--- src/rtl/ariane_pkg.sv ---
`default_nettype none
// +----------------------------------------------------------------------------+
// | Package    : ariane_pkg                                                    |
// | Description: RoCC command/response types, data widths and dispatch states. |
// | Revision   : 1.0                                                           |
// +----------------------------------------------------------------------------+
package ariane_pkg;

    localparam int unsigned XLEN = 64;
    localparam int unsigned RD_W = 5;

    typedef struct packed {
        logic [6:0]      funct;
        logic [4:0]      rs2;
        logic [4:0]      rs1;
        logic            xd;
        logic            xs1;
        logic            xs2;
        logic [RD_W-1:0] rd;
        logic [6:0]      opcode;
        logic [XLEN-1:0] rs1_data;
        logic [XLEN-1:0] rs2_data;
    } rocc_cmd_t;

    typedef struct packed {
        logic [RD_W-1:0] resp_rd;
        logic [XLEN-1:0] resp_data;
    } rocc_resp_t;

    typedef enum logic [1:0] {
        ST_IDLE   = 2'd0,
        ST_ACTIVE = 2'd1,
        ST_DRAIN  = 2'd2
    } disp_state_e;

    localparam int unsigned ROCC_CMD_W = $bits(rocc_cmd_t);

endpackage
`default_nettype wire

--- src/rtl/rocc_dispatch_if.sv ---
`default_nettype none
// +----------------------------------------------------------------------------+
// | Interface  : rocc_dispatch_if                                              |
// | Description: Core, accelerator and writeback handshakes of rocc_dispatch.  |
// | Revision   : 1.0                                                           |
// +----------------------------------------------------------------------------+
interface rocc_dispatch_if;
    import ariane_pkg::*;

    rocc_cmd_t        core_cmd_i;
    logic             core_cmd_valid_i;
    logic             core_cmd_ready_o;

    rocc_cmd_t        rocc_cmd_o;
    logic             rocc_cmd_valid_o;
    logic             rocc_cmd_ready_i;

    rocc_resp_t       rocc_resp_i;
    logic             rocc_resp_valid_i;
    logic             rocc_resp_ready_o;

    logic [RD_W-1:0]  wb_rd_o;
    logic [XLEN-1:0]  wb_data_o;
    logic             wb_valid_o;
    logic             wb_ready_i;

    // The dispatcher itself
    modport slave (
        input  core_cmd_i, core_cmd_valid_i, rocc_cmd_ready_i,
        input  rocc_resp_i, rocc_resp_valid_i, wb_ready_i,
        output core_cmd_ready_o, rocc_cmd_o, rocc_cmd_valid_o,
        output rocc_resp_ready_o, wb_rd_o, wb_data_o, wb_valid_o
    );

    // Core plus accelerator environment around the dispatcher
    modport master (
        output core_cmd_i, core_cmd_valid_i, rocc_cmd_ready_i,
        output rocc_resp_i, rocc_resp_valid_i, wb_ready_i,
        input  core_cmd_ready_o, rocc_cmd_o, rocc_cmd_valid_o,
        input  rocc_resp_ready_o, wb_rd_o, wb_data_o, wb_valid_o
    );

endinterface
`default_nettype wire

--- src/rtl/rocc_cmd_fifo.sv ---
`default_nettype none
// +----------------------------------------------------------------------------+
// | Module     : rocc_cmd_fifo                                                 |
// | Description: Synchronous FIFO with clear; push while full allowed on pop.  |
// | Revision   : 1.0                                                           |
// +----------------------------------------------------------------------------+
module rocc_cmd_fifo #(
    parameter int unsigned DEPTH = 4,
    parameter int unsigned WIDTH = 8
) (
    input  wire logic             clk,
    input  wire logic             rst_n,
    input  wire logic             i_clear,
    input  wire logic             i_push,
    input  wire logic             i_pop,
    input  wire logic [WIDTH-1:0] i_data,
    output logic      [WIDTH-1:0] o_data,
    output logic                  o_full,
    output logic                  o_empty
);

    localparam int unsigned AW = (DEPTH > 1) ? $clog2(DEPTH) : 1;
    localparam int unsigned CW = $clog2(DEPTH + 1);

    logic [WIDTH-1:0] r_mem [DEPTH];
    logic [AW-1:0]    r_wptr;
    logic [AW-1:0]    r_rptr;
    logic [CW-1:0]    r_count;
    logic             w_push;
    logic             w_pop;

    // Wrap explicitly so depths that are not a power of two also work
    function automatic logic [AW-1:0] next_ptr(input logic [AW-1:0] p);
        return (p == AW'(DEPTH - 1)) ? '0 : p + 1'b1;
    endfunction

    assign o_empty = (r_count == '0);
    assign o_full  = (r_count == CW'(DEPTH));
    assign o_data  = r_mem[r_rptr];
    assign w_pop   = i_pop & ~o_empty;
    assign w_push  = i_push & (~o_full | w_pop);

    always_ff @(posedge clk or negedge rst_n) begin
        if (!rst_n) begin
            for (int unsigned i = 0; i < DEPTH; i++) begin
                r_mem[i] <= '0;
            end
            r_wptr  <= '0;
            r_rptr  <= '0;
            r_count <= '0;
        end else if (i_clear) begin
            r_wptr  <= '0;
            r_rptr  <= '0;
            r_count <= '0;
        end else begin
            if (w_push) begin
                r_mem[r_wptr] <= i_data;
                r_wptr        <= next_ptr(r_wptr);
            end
            if (w_pop) begin
                r_rptr <= next_ptr(r_rptr);
            end
            case ({w_push, w_pop})
                2'b10:   r_count <= r_count + 1'b1;
                2'b01:   r_count <= r_count - 1'b1;
                default: r_count <= r_count;
            endcase
        end
    end

endmodule
`default_nettype wire

--- src/rtl/rocc_dispatch.sv ---
`default_nettype none
// +----------------------------------------------------------------------------+
// | Module     : rocc_dispatch                                                 |
// | Description: Buffers RoCC commands, limits outstanding xd commands and     |
// |              returns responses through a one-entry writeback register.     |
// |              Define ROCC_RESP_CHECK_EN to enable response rd order check.  |
// | Revision   : 1.0                                                           |
// +----------------------------------------------------------------------------+
module rocc_dispatch
    import ariane_pkg::*;
#(
    parameter int unsigned CMD_DEPTH       = 4,
    parameter int unsigned MAX_OUTSTANDING = 4
) (
    input  wire logic                                   clk_i,
    input  wire logic                                   rst_ni,
    input  wire logic                                   flush_i,
    rocc_dispatch_if.slave                              bus,
    output logic                                        busy_o,
    output logic [$clog2(MAX_OUTSTANDING+1)-1:0]        outstanding_o,
    output logic                                        rd_mismatch_o
);

    localparam int unsigned OUT_W = $clog2(MAX_OUTSTANDING + 1);

    disp_state_e      r_state;
    disp_state_e      w_state_nxt;

    rocc_cmd_t        w_head;
    logic             w_fifo_full;
    logic             w_fifo_empty;
    logic             w_push;
    logic             w_pop;
    logic             w_clear;
    logic             w_at_max;
    logic             w_issue_xd;
    logic             w_resp_acc;
    logic             w_resp_live;
    logic             w_wb_drain;

    logic [OUT_W-1:0] r_outstanding;
    logic             r_wb_valid;
    logic [RD_W-1:0]  r_wb_rd;
    logic [XLEN-1:0]  r_wb_data;

    assign w_clear = (r_state == ST_ACTIVE) & flush_i;

    rocc_cmd_fifo #(
        .DEPTH (CMD_DEPTH),
        .WIDTH (ROCC_CMD_W)
    ) u_cmd_fifo (
        .clk     (clk_i),
        .rst_n   (rst_ni),
        .i_clear (w_clear),
        .i_push  (w_push & ~w_clear),
        .i_pop   (w_pop & ~w_clear),
        .i_data  (bus.core_cmd_i),
        .o_data  (w_head),
        .o_full  (w_fifo_full),
        .o_empty (w_fifo_empty)
    );

    assign w_at_max             = (r_outstanding == OUT_W'(MAX_OUTSTANDING));
    assign bus.rocc_cmd_o       = w_head;
    assign bus.rocc_cmd_valid_o = ~w_fifo_empty & ~(w_head.xd & w_at_max);
    assign w_pop                = bus.rocc_cmd_valid_o & bus.rocc_cmd_ready_i;
    assign bus.core_cmd_ready_o = (r_state == ST_ACTIVE) & (~w_fifo_full | w_pop);
    assign w_push               = bus.core_cmd_valid_i & bus.core_cmd_ready_o;
    assign w_issue_xd           = w_pop & w_head.xd;

    // Gated by state so the handshake reads 0 while held in reset
    assign bus.rocc_resp_ready_o = (r_state != ST_IDLE) & (~r_wb_valid | bus.wb_ready_i);
    assign w_resp_acc            = bus.rocc_resp_valid_i & bus.rocc_resp_ready_o;
    assign w_resp_live           = w_resp_acc & (r_outstanding != '0);
    assign w_wb_drain            = r_wb_valid & bus.wb_ready_i;

    always_ff @(posedge clk_i or negedge rst_ni) begin
        if (!rst_ni) begin
            r_outstanding <= '0;
        end else begin
            case ({w_issue_xd, w_resp_live})
                2'b10:   r_outstanding <= r_outstanding + 1'b1;
                2'b01:   r_outstanding <= r_outstanding - 1'b1;
                default: r_outstanding <= r_outstanding;
            endcase
        end
    end

    always_ff @(posedge clk_i or negedge rst_ni) begin
        if (!rst_ni) begin
            r_wb_valid <= 1'b0;
            r_wb_rd    <= '0;
            r_wb_data  <= '0;
        end else if (w_resp_live) begin
            r_wb_valid <= 1'b1;
            r_wb_rd    <= bus.rocc_resp_i.resp_rd;
            r_wb_data  <= bus.rocc_resp_i.resp_data;
        end else if (w_wb_drain) begin
            r_wb_valid <= 1'b0;
        end
    end

    assign bus.wb_valid_o = r_wb_valid;
    assign bus.wb_rd_o    = r_wb_rd;
    assign bus.wb_data_o  = r_wb_data;

    always_ff @(posedge clk_i or negedge rst_ni) begin
        if (!rst_ni) begin
            r_state <= ST_IDLE;
        end else begin
            r_state <= w_state_nxt;
        end
    end

    always_comb begin
        w_state_nxt = r_state;
        unique case (r_state)
            ST_IDLE:   if (!flush_i) w_state_nxt = ST_ACTIVE;
            ST_ACTIVE: if (flush_i)  w_state_nxt = ST_DRAIN;
            ST_DRAIN:  if ((r_outstanding == '0) && !r_wb_valid) w_state_nxt = ST_IDLE;
            default:   w_state_nxt = ST_IDLE;
        endcase
    end

    assign busy_o        = (r_state != ST_IDLE);
    assign outstanding_o = r_outstanding;

`ifdef ROCC_RESP_CHECK_EN
    logic [RD_W-1:0] w_exp_rd;
    logic            w_rdq_full;
    logic            w_rdq_empty;
    logic            r_rd_mismatch;

    // Holds rd of each in-flight xd command, oldest first
    rocc_cmd_fifo #(
        .DEPTH (MAX_OUTSTANDING),
        .WIDTH (RD_W)
    ) u_rd_fifo (
        .clk     (clk_i),
        .rst_n   (rst_ni),
        .i_clear (1'b0),
        .i_push  (w_issue_xd),
        .i_pop   (w_resp_live),
        .i_data  (w_head.rd),
        .o_data  (w_exp_rd),
        .o_full  (w_rdq_full),
        .o_empty (w_rdq_empty)
    );

    always_ff @(posedge clk_i or negedge rst_ni) begin
        if (!rst_ni) begin
            r_rd_mismatch <= 1'b0;
        end else if (w_resp_acc && (!w_resp_live || w_rdq_empty ||
                     (bus.rocc_resp_i.resp_rd != w_exp_rd) ||
                     (w_rdq_full && w_issue_xd && !w_resp_live))) begin
            r_rd_mismatch <= 1'b1;
        end
    end

    assign rd_mismatch_o = r_rd_mismatch;
`else
    assign rd_mismatch_o = 1'b0;
`endif

endmodule
`default_nettype wire

--- src/flat_wrapper.sv ---
// flat-port wrapper written by rule: the top's interface ports become plain ports
module rocc_dispatch_flat import ariane_pkg::*;
#(
    parameter int unsigned CMD_DEPTH       = 4,
    parameter int unsigned MAX_OUTSTANDING = 4
)
  (clk_i, rst_ni, flush_i, busy_o, outstanding_o, rd_mismatch_o, bus_core_cmd_i, bus_core_cmd_valid_i, bus_rocc_cmd_ready_i, bus_rocc_resp_i, bus_rocc_resp_valid_i, bus_wb_ready_i, bus_core_cmd_ready_o, bus_rocc_cmd_o, bus_rocc_cmd_valid_o, bus_rocc_resp_ready_o, bus_wb_rd_o, bus_wb_data_o, bus_wb_valid_o);
  rocc_dispatch_if bus_i ();
  input  wire logic clk_i;
  input  wire logic rst_ni;
  input  wire logic flush_i;
  output logic busy_o;
  output logic [$clog2(MAX_OUTSTANDING+1)-1:0] outstanding_o;
  output logic rd_mismatch_o;
  input wire logic [$bits(bus_i.core_cmd_i)-1:0] bus_core_cmd_i;
  input wire logic [$bits(bus_i.core_cmd_valid_i)-1:0] bus_core_cmd_valid_i;
  input wire logic [$bits(bus_i.rocc_cmd_ready_i)-1:0] bus_rocc_cmd_ready_i;
  input wire logic [$bits(bus_i.rocc_resp_i)-1:0] bus_rocc_resp_i;
  input wire logic [$bits(bus_i.rocc_resp_valid_i)-1:0] bus_rocc_resp_valid_i;
  input wire logic [$bits(bus_i.wb_ready_i)-1:0] bus_wb_ready_i;
  output wire logic [$bits(bus_i.core_cmd_ready_o)-1:0] bus_core_cmd_ready_o;
  output wire logic [$bits(bus_i.rocc_cmd_o)-1:0] bus_rocc_cmd_o;
  output wire logic [$bits(bus_i.rocc_cmd_valid_o)-1:0] bus_rocc_cmd_valid_o;
  output wire logic [$bits(bus_i.rocc_resp_ready_o)-1:0] bus_rocc_resp_ready_o;
  output wire logic [$bits(bus_i.wb_rd_o)-1:0] bus_wb_rd_o;
  output wire logic [$bits(bus_i.wb_data_o)-1:0] bus_wb_data_o;
  output wire logic [$bits(bus_i.wb_valid_o)-1:0] bus_wb_valid_o;
  assign bus_i.core_cmd_i = bus_core_cmd_i;
  assign bus_i.core_cmd_valid_i = bus_core_cmd_valid_i;
  assign bus_i.rocc_cmd_ready_i = bus_rocc_cmd_ready_i;
  assign bus_i.rocc_resp_i = bus_rocc_resp_i;
  assign bus_i.rocc_resp_valid_i = bus_rocc_resp_valid_i;
  assign bus_i.wb_ready_i = bus_wb_ready_i;
  assign bus_core_cmd_ready_o = bus_i.core_cmd_ready_o;
  assign bus_rocc_cmd_o = bus_i.rocc_cmd_o;
  assign bus_rocc_cmd_valid_o = bus_i.rocc_cmd_valid_o;
  assign bus_rocc_resp_ready_o = bus_i.rocc_resp_ready_o;
  assign bus_wb_rd_o = bus_i.wb_rd_o;
  assign bus_wb_data_o = bus_i.wb_data_o;
  assign bus_wb_valid_o = bus_i.wb_valid_o;
  rocc_dispatch #(.CMD_DEPTH(CMD_DEPTH), .MAX_OUTSTANDING(MAX_OUTSTANDING)) u_core (.clk_i(clk_i), .rst_ni(rst_ni), .flush_i(flush_i), .bus(bus_i), .busy_o(busy_o), .outstanding_o(outstanding_o), .rd_mismatch_o(rd_mismatch_o));
endmodule
--- config.mk ---
export PLATFORM = sky130hd
export DESIGN_NAME = rocc_dispatch_flat
export DESIGN_NICKNAME = d
export VERILOG_FILES = /design/src/rtl/ariane_pkg.sv /design/src/rtl/rocc_dispatch_if.sv /design/src/rtl/rocc_cmd_fifo.sv /design/src/rtl/rocc_dispatch.sv /design/src/flat_wrapper.sv
export SDC_FILE = /design/constraint.sdc
export NUM_CORES = 1
export LEC_CHECK = 0
export BUFFER_PORTS_ARGS = -buffer_cell sky130_fd_sc_hd__buf_2
export CAP_MARGIN = 20
export CORE_UTILIZATION = 57
export DETAILED_ROUTE_END_ITERATION = 8
export PLACE_DENSITY = 0.81
export SKIP_CTS_REPAIR_TIMING = 1
export SLEW_MARGIN = 0
export SYNTH_ARGS = -nofsm -noshare
export SYNTH_HDL_FRONTEND = slang
export SYNTH_SLANG_ARGS = --single-unit
--- constraint.sdc ---
create_clock -name clk_i -period 3.9 [get_ports clk_i]
set_input_delay 0.585 -clock clk_i [delete_from_list [all_inputs] [get_ports clk_i]]
set_output_delay 0.585 -clock clk_i [all_outputs]
set_load 0.005 [all_outputs]
==> results of run 1 <==
-- power breakdown --
| part | total (mW) | switching, mW | internal (mW) |
|---|---|---|---|
| clock | 7.54 | 2.94 | 4.60 |
| combinational | 9.80 | 4.01 | 5.79 |
| sequential | 12.4 | 1.69 | 10.7 |
-- routing by layer --
layer  vias to the layer above  GRT usage  share of wire
met2                       460      0.427           0.50
met5                         -          0         0.0015
li1                       7595          -              -
met4                        18     0.0966          0.030
met1                      9342      0.321           0.40
met3                       136     0.0734          0.063
-- per-stage QoR --
stage / utilization / instances / TNS [ps] / hold WS (ps)
finish: 0.691 / 3005 / 0 / 162
global route: 0.691 / 3002 / -7.86 / 141
CTS: 0.690 / 2992 / 0 / -32.4
detailed placement: 0.640 / 2858 / 0 / 480
global placement: 0.640 / 2858 / 0 / 468
floorplan: - / 1781 / 0 / 289
-- flip-flops by register name, indices dropped and copies added, names as in the netlist --
name / flops
u_core.bus.wb_rd_o: 5
u_core.r_state: 2
u_core.bus.wb_data_o: 64
u_core.u_cmd_fifo.r_mem: 640
u_core.u_cmd_fifo.r_wptr: 2
u_core.outstanding_o: 3
u_core.u_cmd_fifo.r_count: 3
u_core.bus.wb_valid_o: 1
u_core.u_cmd_fifo.r_rptr: 2
-- logic make-up after synthesis --
group                    synth area share
multiplexers                        0.377
flip-flops                          0.586
buffers and inverters              0.0219
AND/OR/NAND/NOR                   0.00528
AO/OA/AOI/OAI                     0.00459
adder cells (fa/ha/maj)           0.00373
XOR/XNOR                          0.00114
other                            0.000122
-- layout by cell type, fill, tap and decap left out, types with 12 or more instances in the layout --
cell       Yosys  final
clkbuf_8       0     15
clkbuf_16      0     79
buf_2         30    471
diode_2        0     12
mux2_2       510    510
mux4_2       160    160
buf_12         0     14
buf_4          1     15
mux2_1       200    200
dfrtp_1      722    720
clkbuf_1      27     15
-- critical path: cells and delay by family, from the launching register on --
family	cells	cell delay, ps
buffers and inverters	3	1150
DFF	1	430
muxes	1	620
-- layout make-up --
type / count / share of cell area
antenna: 12 / 0.000821
clock buffer: 109 / 0.0612
sequential: 722 / 0.494
multi-input combinational: 936 / 0.332
tap: 688 / 0.0235
inverter: 10 / 0.00103
timing repair buffer: 503 / 0.0766
clock inverter: 25 / 0.0109
-- how the worst max path moves through the flow --
| stage | to | cells after the start |
|---|---|---|
| 3_3_place_gp | bus_rocc_cmd_o[97] | 4 |
| 6_report | bus_rocc_cmd_o[120] | 4 |
| 4_1_cts | bus_rocc_cmd_o[120] | 4 |
| 2_1_floorplan | u_core.u_cmd_fifo.r_count[2]$_DFFE_PN0P_ | 11 |
| 3_5_place_dp | bus_rocc_cmd_o[120] | 4 |
| 5_1_grt | bus_rocc_cmd_o[123] | 4 |
==> reports/results.ini, run 1 <==
[run_status]
outcome = completed

[clocking]
cts_sinks = 722
clock_path_buffers = 3
cts_tree = yes
clk_pin_slew_ps = 60
clock_latency_ps = 610
cts_root_buf = clkbuf_16
cts_htree_levels = 3
cts_buffers = 75

[grt]
grt-ovfl-total = 0
grt_pass1_wl_microns = 109000
grt_use_total = 0.257
grt_antenna_before_repair = 18
grt_max_degree = 162
grt_pass1_vias = 19600

[logic_synthesis]
synth_edf_count = 0
synth_top_cell_by_area = dfrtp_1
netlist_top_cells_area = dfrtp_1 (59%), mux2_2 (19%), mux4_2 (12%)
synthMostInstantiatedCell = dfrtp_1
ys.warnings.count = 0
avgSynthCellArea_sq_um = 17.3
synthesis.area_sq_um = 30800
ys_types = 40
synth_cells = 1781
synth_common_cells = dfrtp_1 (722), mux2_2 (510), mux2_1 (200)
ys_ff_latch = 722
synth_nets = 2025
synth_top_flop_cell = dfrtp_1
seq_area_frac_synth = 0.586
yosysTopAreaCellShare = 0.586
synthArstFlopShare = 1.00

[power_and_ir_drop]
ir_worst_vdd_uv = 583
cellPowerDensity_nw_per_um2 = 813
p_leak_nw = 17.8
power_mw = 29.7

[layout]
area_growth_pct = 18.7
drive_gt1_frac = 0.565
multiInputGateArea_sq_um = 12100
n_fill_cell = 3418
design_area_sq_um = 36600
nNetsFinal = 2492
layout.area.seq_sq_um = 18100

[place]
place_congestion = 0.778
placed_area_sq_um = 33900
numPortBuffers = 472
hpwl_microns = 43300
place_ws_ps = 751

[worst_setup_path]
path_max_fanout = 89
cp-start-kind = register
max_stage_delay_ps = 620
crit_arrival_ps = 3070
ff2ff_path_depth = 9
end_kind = primary output
cp.required_ps = 3310
regToRegEndpoint = u_core.u_cmd_fifo.r_count[2]$_DFFE_PN0P_
regToRegSetupSlack_ps = 850
crit_path_top_delay_cell = mux4_2
crit_start = u_core.u_cmd_fifo.r_rptr[0]$_DFFE_PN0P_
worstSetupPathType = register to primary output
crit_path_cell_trace = buf_12, buf_16, mux4_2, buf_2
reg2reg_from = u_core.u_cmd_fifo.r_rptr[0]$_DFFE_PN0P_

[routing]
finalWirelength_microns = 69100
antenna_left = 0
wl_per_cell_microns = 23.0
dr.pass1.iters = 4
drc = 0
via_per_inst = 5.84
vias = 17600
drtIter0Drc = 907

[die]
fp.dieArea_sq_um = 55000
io_pins = 474
initial_core_util = 0.582
rows = 84
coreArea_sq_um = 53000
die_w_microns = 235
fp.dieH_microns = 235

[timing]
worst_pin_slew_ps = 1260
period_share = 0.938
finalSetupViolCount = 0
period_needed_ps = 3660
layout_setup_ws_ps = 242
drv_slew = 0
fmax_mhz = 273
relSlewSlack = 0.157
worst_clock_skew_ps = 30.7
finalHoldViolations = 0

[min_path]
worstHoldStart = flush_i
holdPathEnd = u_core.r_state[0]$_DFFE_PN0P_
hold_depth = 2
hold_path_class = input port to register

[job]
maxCapViolations = 0

(Power assumes the default switching activity.)
==> inputs of run 2 (changes only) <==
--- a/config.mk
+++ b/config.mk
@@ -9,7 +9,7 @@
 export CAP_MARGIN = 20
 export CORE_UTILIZATION = 57
 export DETAILED_ROUTE_END_ITERATION = 8
-export PLACE_DENSITY = 0.81
+export PLACE_DENSITY_LB_ADDON = 0.3
 export SKIP_CTS_REPAIR_TIMING = 1
 export SLEW_MARGIN = 0
 export SYNTH_ARGS = -nofsm -noshare
==> run 2 against run 1 <==
  * Critical endpoint is now bus_rocc_cmd_o[46]
  * Die area stayed put
  * Cell count fell by 0.47%
  * Critical path type unchanged
  * Combinational power up 0.6%
  * Maximum frequency down 2.3%
  * Cell area down 0.77%
  * Wire length fell by 1.0%
  * Clock skew fell by 14 ps
  * Flip-flop and latch count unchanged
  * Non-clock buffer count up 3
  * Register-to-register slack lost 250 ps
  * Hold slack worse by 150 ps
  * First-iteration DRC count down 3.1%
==> reports/results.ini, run 2 (synthesized netlist as in run 1, its figures left out) <==
[timing]
relSlewSlack = 0.331  ; +0.174
worst_pin_slew_ps = 1000  ; -261 ps
finalHoldViolations = 0  ; unchanged
finalSetupViolCount = 0  ; unchanged
worst_clock_skew_ps = 17.1  ; -13.6 ps
rsz0062_at_grt = no
drv_slew = 0  ; unchanged
period_needed_ps = 3740  ; +85.1 ps
period_share = 0.960  ; +0.0218
fmax_mhz = 267  ; -2.3%

[clocking]
cts_root_buf = clkbuf_16
cts_htree_levels = 3  ; unchanged
clock_path_buffers = 3  ; unchanged
clock_latency_ps = 600  ; about the same
clk_pin_slew_ps = 60  ; about the same
cts_buffers = 73  ; -2.7%
cts_tree = yes
cts_sinks = 722  ; unchanged

[layout]
regMostFlops = u_core.u_cmd_fifo.r_mem
n_fill_cell = 3533  ; +3.4%
final_cells = 2991  ; -0.47%
multiInputGateArea_sq_um = 12100  ; unchanged
drive_gt1_frac = 0.563  ; -0.00233
layout_commonest_cell = dfrtp_1
nNetsFinal = 2493  ; +0.040%
final_cell_mix = dfrtp_1 (720), mux2_2 (510), buf_2 (471)
area_growth_pct = 17.8
largest_reg_flops = 640  ; unchanged
design_area_sq_um = 36300  ; -0.77%
layout.area.seq_sq_um = 18100  ; unchanged

[worst_setup_path]
cp-start-kind = register
crit_path_frequent_cell = buf_4
max_stage_delay_ps = 840  ; +220 ps
end_kind = primary output
crit_path_top_delay_cell = buf_4
crit_arrival_ps = 3160  ; +90 ps
crit_path_cell_trace = buf_4, buf_4, mux4_2, buf_2
path_max_fanout = 56  ; -37%
cp.required_ps = 3310  ; about the same
worstSetupPathType = register to primary output

[die]
fp.dieArea_sq_um = 55000  ; unchanged
fp.dieH_microns = 235  ; unchanged
io_pins = 474  ; unchanged
coreArea_sq_um = 53000  ; unchanged
initial_core_util = 0.582  ; unchanged
rows = 84  ; unchanged
die_w_microns = 235  ; unchanged

[min_path]
hold_path_class = input port to async pin

[routing]
drc = 0  ; unchanged
antenna_left = 0  ; unchanged
wl_per_cell_microns = 22.9  ; -0.53%
dr.pass1.iters = 5  ; +1
finalWirelength_microns = 68400  ; -1.0%
drtIter0Drc = 879  ; -3.1%
vias = 17500  ; -0.046%
via_per_inst = 5.87  ; +0.42%

[job]
maxCapViolations = 0  ; unchanged

[power_and_ir_drop]
power_mw = 29.1  ; -2.0%
cellPowerDensity_nw_per_um2 = 803  ; -1.3%
ir_worst_vdd_uv = 521  ; -11%
p_leak_nw = 17.7  ; -0.69%

[place]
placed_area_sq_um = 33900  ; about the same
dp_cells = 2862  ; +0.14%
numPortBuffers = 472  ; unchanged
place_congestion = 0.815  ; +4.8%
hpwl_microns = 43600  ; +0.57%

[grt]
grt_pass1_vias = 19300  ; -1.7%
grt-ovfl-total = 0  ; unchanged
grt_antenna_before_repair = 11  ; -7
grt_max_degree = 119  ; -27%
grt_pass1_wl_microns = 107000  ; -1.4%
grt_use_total = 0.254  ; -0.00349

[run_status]
outcome = completed

run 2: final cells by class:
| type | instances | share of cell area |
|---|---|---|
| Inverter | 10 | 0.00103 |
| Multi-Input combinational cell | 936 | 0.334 |
| Clock buffer | 104 | 0.0586 |
| Sequential cell | 722 | 0.498 |
| Tap cell | 688 | 0.0237 |
| Timing Repair Buffer | 506 | 0.0770 |
| Clock inverter | 17 | 0.00676 |
| Antenna cell | 8 | 0.000551 |
run 2: routing by layer:
layer	up-vias	part of all wire	GRT usage
li1	7603	-	-
met1	9377	0.41	0.325
met2	421	0.51	0.426
met3	132	0.054	0.0637
met4	10	0.026	0.0810
met5	-	0.00094	0
run 2: power breakdown:
| part | total, mW | internal [mW] | switching [mW] |
|---|---|---|---|
| Clock | 6.97 | 4.18 | 2.80 |
| Sequential | 12.3 | 10.7 | 1.60 |
| Combinational | 9.86 | 5.76 | 4.10 |
run 2: path summary, 6_finish.rpt:
kind                                                                from                                  endpoint  slack [ps]  depth (start not counted)
worst max-delay path             u_core.u_cmd_fifo.r_rptr[1]$_DFFE_PN0P_                        bus_rocc_cmd_o[46]         160                          4
worst min-delay path                                              rst_ni  u_core.u_cmd_fifo.r_mem[346]$_DFFE_PN0P_          10                          1
worst max register to register   u_core.u_cmd_fifo.r_rptr[0]$_DFFE_PN0P_  u_core.u_cmd_fifo.r_mem[110]$_DFFE_PN0P_         600                          7
worst min register to register  u_core.u_cmd_fifo.r_mem[619]$_DFFE_PN0P_  u_core.u_cmd_fifo.r_mem[619]$_DFFE_PN0P_         490                          1
max in group asynchronous                                         rst_ni  u_core.u_cmd_fifo.r_mem[416]$_DFFE_PN0P_        2650                          3
min in group clk_i                                               flush_i             u_core.r_state[0]$_DFFE_PN0P_         170                          2
run 2: worst max-delay path, delay by kind of cell, from the launching register on:
family | cells | cell delay, ps
muxes | 1 | 450
buffers and inverters | 3 | 1640
DFF | 1 | 400
run 2: metrics by stage:
stage	worst slack [ps]	hold slack [ps]	TNS [ps]	utilization
2_1_floorplan	880	289	0	-
3_3_place_gp	451	468	0	0.640
3_5_place_dp	433	478	0	0.640
4_1_cts	-32.5	39.0	-267	0.685
5_1_grt	6.01	50.7	0	0.685
6_report	157	9.59	0	0.685
